**config.mk**
```make
export PLATFORM = sky130hd
export DESIGN_NAME = ibus_rom_resp
export DESIGN_NICKNAME = d
export VERILOG_FILES = /design/src/rtl/ibus_rom_resp.sv
export SDC_FILE = /design/constraint.sdc
export NUM_CORES = 1
export LEC_CHECK = 0
export CAP_MARGIN = 5
export CELL_PAD_IN_SITES_DETAIL_PLACEMENT = 0
export CELL_PAD_IN_SITES_GLOBAL_PLACEMENT = 1
export CORE_MARGIN = 2
export CORE_UTILIZATION = 22
export DETAILED_ROUTE_END_ITERATION = 10
export GPL_TIMING_DRIVEN = 0
export PLACE_DENSITY_LB_ADDON = 0.1
export SLEW_MARGIN = 10
export SYNTH_ARGS = -nofsm -noshare
export SYNTH_HDL_FRONTEND = slang
export SYNTH_SLANG_ARGS = --single-unit
```
**constraint.sdc**
```tcl
create_clock -name clk -period 1.6 [get_ports clk]
set_input_delay 0.32 -clock clk [delete_from_list [all_inputs] [get_ports clk]]
set_output_delay 0.32 -clock clk [all_outputs]
set_load 0.03 [all_outputs]
```
**src/rtl/ibus_rom_resp.sv**
```systemverilog
// Read-only instruction-bus responder in front of a synchronous on-chip memory.
// Define IBUS_ROM_RESP_ERR_EN to enable window decode and two-cycle ERROR responses.
module ibus_rom_resp #(
  parameter logic [31:0] BASE_ADDR   = 32'h0000_0000,
  parameter int unsigned AW          = 12,
  parameter int unsigned WAIT_STATES = 0
) (
  input  logic          clk,
  input  logic          rst,
  input  logic [31:0]   i_haddr,
  input  logic          i_hprot,
  input  logic [1:0]    i_hsize,
  input  logic [31:0]   i_hwdata,
  input  logic          i_htrans,
  output logic [31:0]   i_hrdata,
  output logic          i_hresp,
  output logic          i_hready,
  output logic          mem_ce,
  output logic [AW-1:0] mem_addr,
  input  logic [31:0]   mem_rdata
);

`ifdef IBUS_ROM_RESP_ERR_EN
  typedef enum logic [2:0] {IDLE, WAIT, DATA, ERR1, ERR2} state_t;
`else
  typedef enum logic [2:0] {IDLE, WAIT, DATA} state_t;
`endif

  localparam bit         HAS_WS  = (WAIT_STATES != 0);
  localparam logic [2:0] WS_LOAD = HAS_WS ? 3'(WAIT_STATES - 1) : 3'd0;

  state_t      state, state_n;
  logic [2:0]  cnt;
  logic        a1_q, half_q;
  logic [31:0] data_q, hold_q;
  logic [31:0] word, sel;
  logic        slot, accept, err_accept;
  logic        unused;

  assign unused = ^{i_hprot, i_hwdata, i_haddr, BASE_ADDR};

`ifdef IBUS_ROM_RESP_ERR_EN
  logic is_err;
  assign is_err = (i_haddr[31:AW+2] != BASE_ADDR[31:AW+2]) ||
                  ((i_hsize != 2'b01) && i_haddr[1]);
  // ERR2 shows hready=1 but must not start a new transfer.
  assign slot       = i_htrans && i_hready && !rst && (state != ERR2);
  assign accept     = slot && !is_err;
  assign err_accept = slot && is_err;
  assign i_hready   = (state != WAIT) && (state != ERR1);
  assign i_hresp    = (state == ERR1) || (state == ERR2);
`else
  assign slot       = i_htrans && i_hready && !rst;
  assign accept     = slot;
  assign err_accept = 1'b0;
  assign i_hready   = (state != WAIT);
  assign i_hresp    = 1'b0;
`endif

  assign mem_ce   = accept;
  assign mem_addr = i_haddr[AW+1:2];

  assign word     = HAS_WS ? data_q : mem_rdata;
  assign sel      = half_q ? {16'h0, (a1_q ? word[31:16] : word[15:0])} : word;
  assign i_hrdata = (state == DATA) ? sel : hold_q;

  always_comb begin
    state_n = state;
    case (state)
      IDLE, DATA: begin
        if (accept)
          state_n = HAS_WS ? WAIT : DATA;
`ifdef IBUS_ROM_RESP_ERR_EN
        else if (err_accept)
          state_n = ERR1;
`endif
        else
          state_n = IDLE;
      end
      WAIT: if (cnt == 3'd0) state_n = DATA;
`ifdef IBUS_ROM_RESP_ERR_EN
      ERR1: state_n = ERR2;
      ERR2: state_n = IDLE;
`endif
      default: state_n = IDLE;
    endcase
  end

  always_ff @(posedge clk or posedge rst) begin
    if (rst) begin
      state  <= IDLE;
      cnt    <= '0;
      a1_q   <= 1'b0;
      half_q <= 1'b0;
      data_q <= '0;
      hold_q <= '0;
    end else begin
      state <= state_n;
      if (accept) begin
        a1_q   <= i_haddr[1];
        half_q <= (i_hsize == 2'b01);
        cnt    <= WS_LOAD;
      end else if ((state == WAIT) && (cnt != 3'd0)) begin
        cnt <= cnt - 3'd1;
      end
      // Memory data is only valid in the first wait cycle; later cycles are garbage.
      if ((state == WAIT) && (cnt == WS_LOAD))
        data_q <= mem_rdata;
      if (state == DATA)
        hold_q <= sel;
    end
  end

endmodule
```
Yosys cells after proc, flatten, opt, wreduce, memory -nomap -nowiden
Cells that the tools add are included.
W data, S select, Z words.
{"block": "classes", "reduce_logical": 9, "n_mux": 8, "n_addsub": 1, "n_eq_ne": 5}
{"cell": "$mux W32", "n": 2}
{"cell": "$mux W16", "n": 1}
{"cell": "$mux W3", "n": 3}
{"cell": "$logic_not A3 Y1", "n": 2}
{"cell": "$pmux W3 S2", "n": 1}
{"cell": "$eq A3 B1 Y1 const B", "n": 1}
{"cell": "$eq A3 B2 Y1 const B", "n": 1}
{"cell": "$logic_and A1 B1 Y1", "n": 3}
{"cell": "$ne A3 B1 Y1 const B", "n": 1}
{"cell": "$reduce_bool A3 Y1", "n": 1}
{"cell": "$sub A3 B1 Y3 const B", "n": 1}
{"cell": "$eq A2 B1 Y1 const B", "n": 1}
{"cell": "$mux W2", "n": 1}
{"cell": "$ne A2 B2 Y1 const B", "n": 1}
{"cell": "$reduce_bool A2 Y1", "n": 1}
{"cell": "$reduce_or A2 Y1", "n": 1}
{"cell": "$logic_not A1 Y1", "n": 1}
{"block": "word_totals", "ff_bits": 40, "inputBits": 102, "elab_cells": 28}

Longest topological paths before layout
{"block": "logic_depth", "depth_word": 5, "depth_mapped": 4, "depth_no_buf": 2}

Worst setup path before layout
Ideal clock, no wire load.
{"block": "synth_path", "path_kind": "reg-to-output", "startpoint": "register a1_q", "endpoint": "output port i_hrdata[10]", "t_required_ns": 1.280, "t_arrival_ns": 1.348, "path_buffers": 2, "slack_ns": -0.068, "path_stages_with_launch": 5, "cell_sequence": "dfrtp_1 > buf_6 > buf_8 > a21bo_1 > a31oi_1"}
{"block": "synth_via", "elab_chain_cells": 3}
{"item": "from (decl)", "line": "34", "source": "logic a1_q, half_q;"}
{"item": "from (signal assigned)", "line": "100", "source": "a1_q <= i_haddr[1];"}
{"item": "$mux W16", "line": "64", "source": "assign sel = half_q ? {16'h0, (a1_q ? word[31:16] : word[15:0])} : word;"}
{"item": "$mux W32", "line": "64"}
{"item": "$mux W32"}
{"item": "to (decl)", "line": "15", "source": "output logic [31:0] i_hrdata,"}
No other way between the ends.

Worst setup path after layout
{"block": "layout_path", "startpoint": "register state[1]", "endpoint": "output port i_hrdata[22]"}
{"block": "layout_via", "elab_chain_cells": 2}
{"item": "from (decl)", "line": "32", "source": "state_t state, state_n;"}
{"item": "from (signal assigned)", "line": "98", "source": "state <= state_n;"}
{"item": "$eq A3 B2 Y1", "line": "65", "source": "assign i_hrdata = (state == DATA) ? sel : hold_q;"}
{"item": "$mux W32"}
No other way between the ends.

==> impl_results.md <==
* RSZ-0062 raised after global routing: yes
* Maximum vdd drop at 381 uV
* Core Rows at 32
* Fillers at 762
* Final Cycle Share at 115%
* Worst skew pair latency at 280 ps
* Clk pwr share at 22.6%
* Post-synthesis sequential area ratio at 51.1%
* Hold Path Class: input pin to asynchronous set/reset pin
* CP bufs+invs at 3
* Ports at 149
* CP endpoint kind: primary output
* Logic pwr share at 44.2%
* Total negative slack at -5790 ps
* DR vias/cell at 4.32
* Fin area at 3260 um2
* Gpl congestion at 0.675
* Die area at 8520 um2
* Port bufs at 82
* Max Clk Rate at 0.545 GHz
* TritonCTS Sinks at 35
* Post-DP Area at 2770 um2
* Switching fraction of total power at 34.2%
* Core ar. at 7650 um2
* Post-DRT Antenna Nets at 0
* Critical Path RT at 1280 ps
* Synth Register Bits at 35
* Number of global-route vias before repair at 1649
* Min Hold Slack at 324 ps
* Int Power at 2.09 mW
* DIE HEIGHT at 92.3 um
* Crit path DAT at 1520 ps
* Fin. Hold Viols at 0
* Final min period at 1840 ps
* Final worst setup slack at -235 ps
* Largest net degree at the start of global routing at 27
* Remaining Overflow, GRT at 0
* Distinct cells, synth at 19
* Lkg Pwr at 1.44 nW
* Post-DP HPWL at 3.92 mm
* CP max stage delay at 450 ps
* Antenna violations before repair at 0
* Clock-pin transition on the worst setup and hold timing paths at 70 ps
* Clk root buf: clkbuf_8
* Global-route wire length before repair at 8.89 mm
* Initial Util at 22.4%
* P&R area growth vs syn at 90.2%
* Post-synthesis cell count at 153
* First-pass iteration count of the detailed router at 4
* Sequential Power Share at 33.3%
* DRT iter0 DRCs at 34
* Worst path slowest cell: dfrtp_2
* Skew final at 5.38 ps
* Violated checks: setup timing
* Status: finished, violations left
* Startpoint type of the worst setup path: flop
* Layout cells sized above 1 at 44.9%
* Power per cell area at 974 nW/um2
* Max clock buf depth at 2
* Synth warn at 0
* H-tree depth at 2
* Routed WL per cell at 15.8 um
* CP Class: flop to primary output
* Die Width at 92.3 um
* Final setup fails at 32
* Dpl cells at 338
* WL final at 5.77 mm
* Cell Chain, Critical Path: nor2b_4, buf_12, buf_8, a22o_1, buf_6
* Multi-input logic area at 815 um2
* Post-route DRC at 0
* Synth Cell Area at 1720 um2
* Via count at 1577
* Antenna diode count at 0
* Crit-path max FO at 6
* Net count reported at finish at 364
* Max-cap violations at 0
* Syn_nets at 255
* Avg Synthesized Cell Area at 11.2 um2
* Slew Limit Fails at 0
* Tot GR Track Use at 13.7%
* Switch Pwr at 1.09 mW
* CTS Buf Count at 5
* Final non-filler cell total at 365
* CTS tree: yes
* Reg area at 877 um2
* CP top delay family: flip-flops
[path summary, 6_finish.rpt]
path	start	to	slack, ps	depth (start not counted)
min in group clk	hold_q[21]	hold_q[21]	520	1
worst max register to register	state[1]	hold_q[28]	190	6
worst max-delay path	state[1]	i_hrdata[22]	-240	5
max in group asynchronous	rst	hold_q[24]	850	3
worst min-delay path	rst	a1_q	320	2
worst min register to register	hold_q[21]	hold_q[21]	520	1
[registers in the layout, summed over array words and instances (netlist names)]
signal and count:
state 1, a1_q 1, hold_q 32, half_q 1
[cells in the mapped netlist]
master / number / area (um2)
buf_4: 16 / 120
o2bb2ai_1: 1 / 8.76
nor2b_4: 1 / 13.8
nand2_1: 1 / 3.75
a31oi_1: 16 / 100
a22o_1: 15 / 131
a21bo_1: 13 / 130
nor2b_1: 2 / 12.5
inv_1: 1 / 3.75
buf_6: 5 / 56.3
nand3_1: 16 / 80.1
mux2_2: 2 / 22.5
nor2_1: 16 / 60.1
buf_2: 5 / 25.0
a21bo_2: 3 / 30.0
conb_1: 2 / 7.51
dfrtp_1: 35 / 876
buf_8: 2 / 30.0
inv_2: 1 / 3.75
[repair_timing]
action / CTS / global route
hold buffers: 0 / 0
pin swaps: 20 / 8
cloned: 2 / 0
setup endpoints to repair: 33 / 32
buffers inserted: 13 / 6
resized for setup: 255 / 10
hold endpoints to repair: 0 / 0
[cell type report]
| type | count | area share, % |
|---|---|---|
| Multi-Input combinational cell | 88 | 25.0 |
| Timing Repair Buffer | 103 | 33.1 |
| Inverter | 2 | 0.460 |
| Sequential cell | 35 | 26.9 |
| Tap cell | 102 | 3.91 |
| Buffer | 27 | 7.67 |
| Clock buffer | 8 | 3.07 |
[per-layer routing]
layer	track usage, %	vias up	wire [um]	share of wire (%)
met2	22.8	55	2890	50
met4	3.36	0	43	0.74
met1	17.5	767	2470	43
met3	4.07	5	366	6.3
li1	-	750	-	-
met5	0	-	0	0
[kinds of logic (layout without fill, tap and decap cells)]
| logic type | count (synthesis) | after routing | synth area share, % |
|---|---|---|---|
| AO/OA/AOI/OAI | 48 | 48 | 23.3 |
| AND/OR/NAND/NOR | 36 | 36 | 9.92 |
| flip-flops | 35 | 35 | 51.1 |
| buffers and inverters | 30 | 140 | 13.9 |
| other | 2 | 2 | 0.438 |
| multiplexers | 2 | 2 | 1.31 |
[power by group through the flow]
stage	combinational, mW	sequential [mW]	clock [mW]
after floorplan	0.715	1.06	0
after global placement	1.19	1.06	0
after detailed placement	1.19	1.07	0
after CTS	1.36	1.05	0.746
after global routing	1.48	1.07	0.783
final	1.40	1.06	0.717
[stage by stage]
step / utilization, % / worst slack, ps / power [mW]
final: 42.7 / -235 / 3.18
after global routing: 42.7 / -328 / 3.33
after CTS: 41.4 / -246 / 3.16
after detailed placement: 36.2 / -660 / 2.26
after global placement: 35.9 / -681 / 2.25
after floorplan: - / 30.1 / 1.77
[placed cells by master, fill, tap and decap left out]
cell type,instances
mux2_2,2
buf_6,40
buf_16,1
dfrtp_2,1
clkdlybuf4s50_1,49
a21bo_2,3
nand3_1,15
buf_2,3
a31oi_2,8
buf_8,4
a31oi_4,8
a22o_4,2
nor2_1,16
buf_12,3
dfrtp_1,34
inv_2,1
nor2b_1,1
buf_4,30
clkbuf_1,1
nand2_1,1
a21bo_1,13
inv_8,1
nand3_2,1
nor2b_2,1
nor2b_4,1
a22o_1,13
clkbuf_8,7
conb_1,2
o2bb2ai_4,1
(Power assumes the default switching activity.)
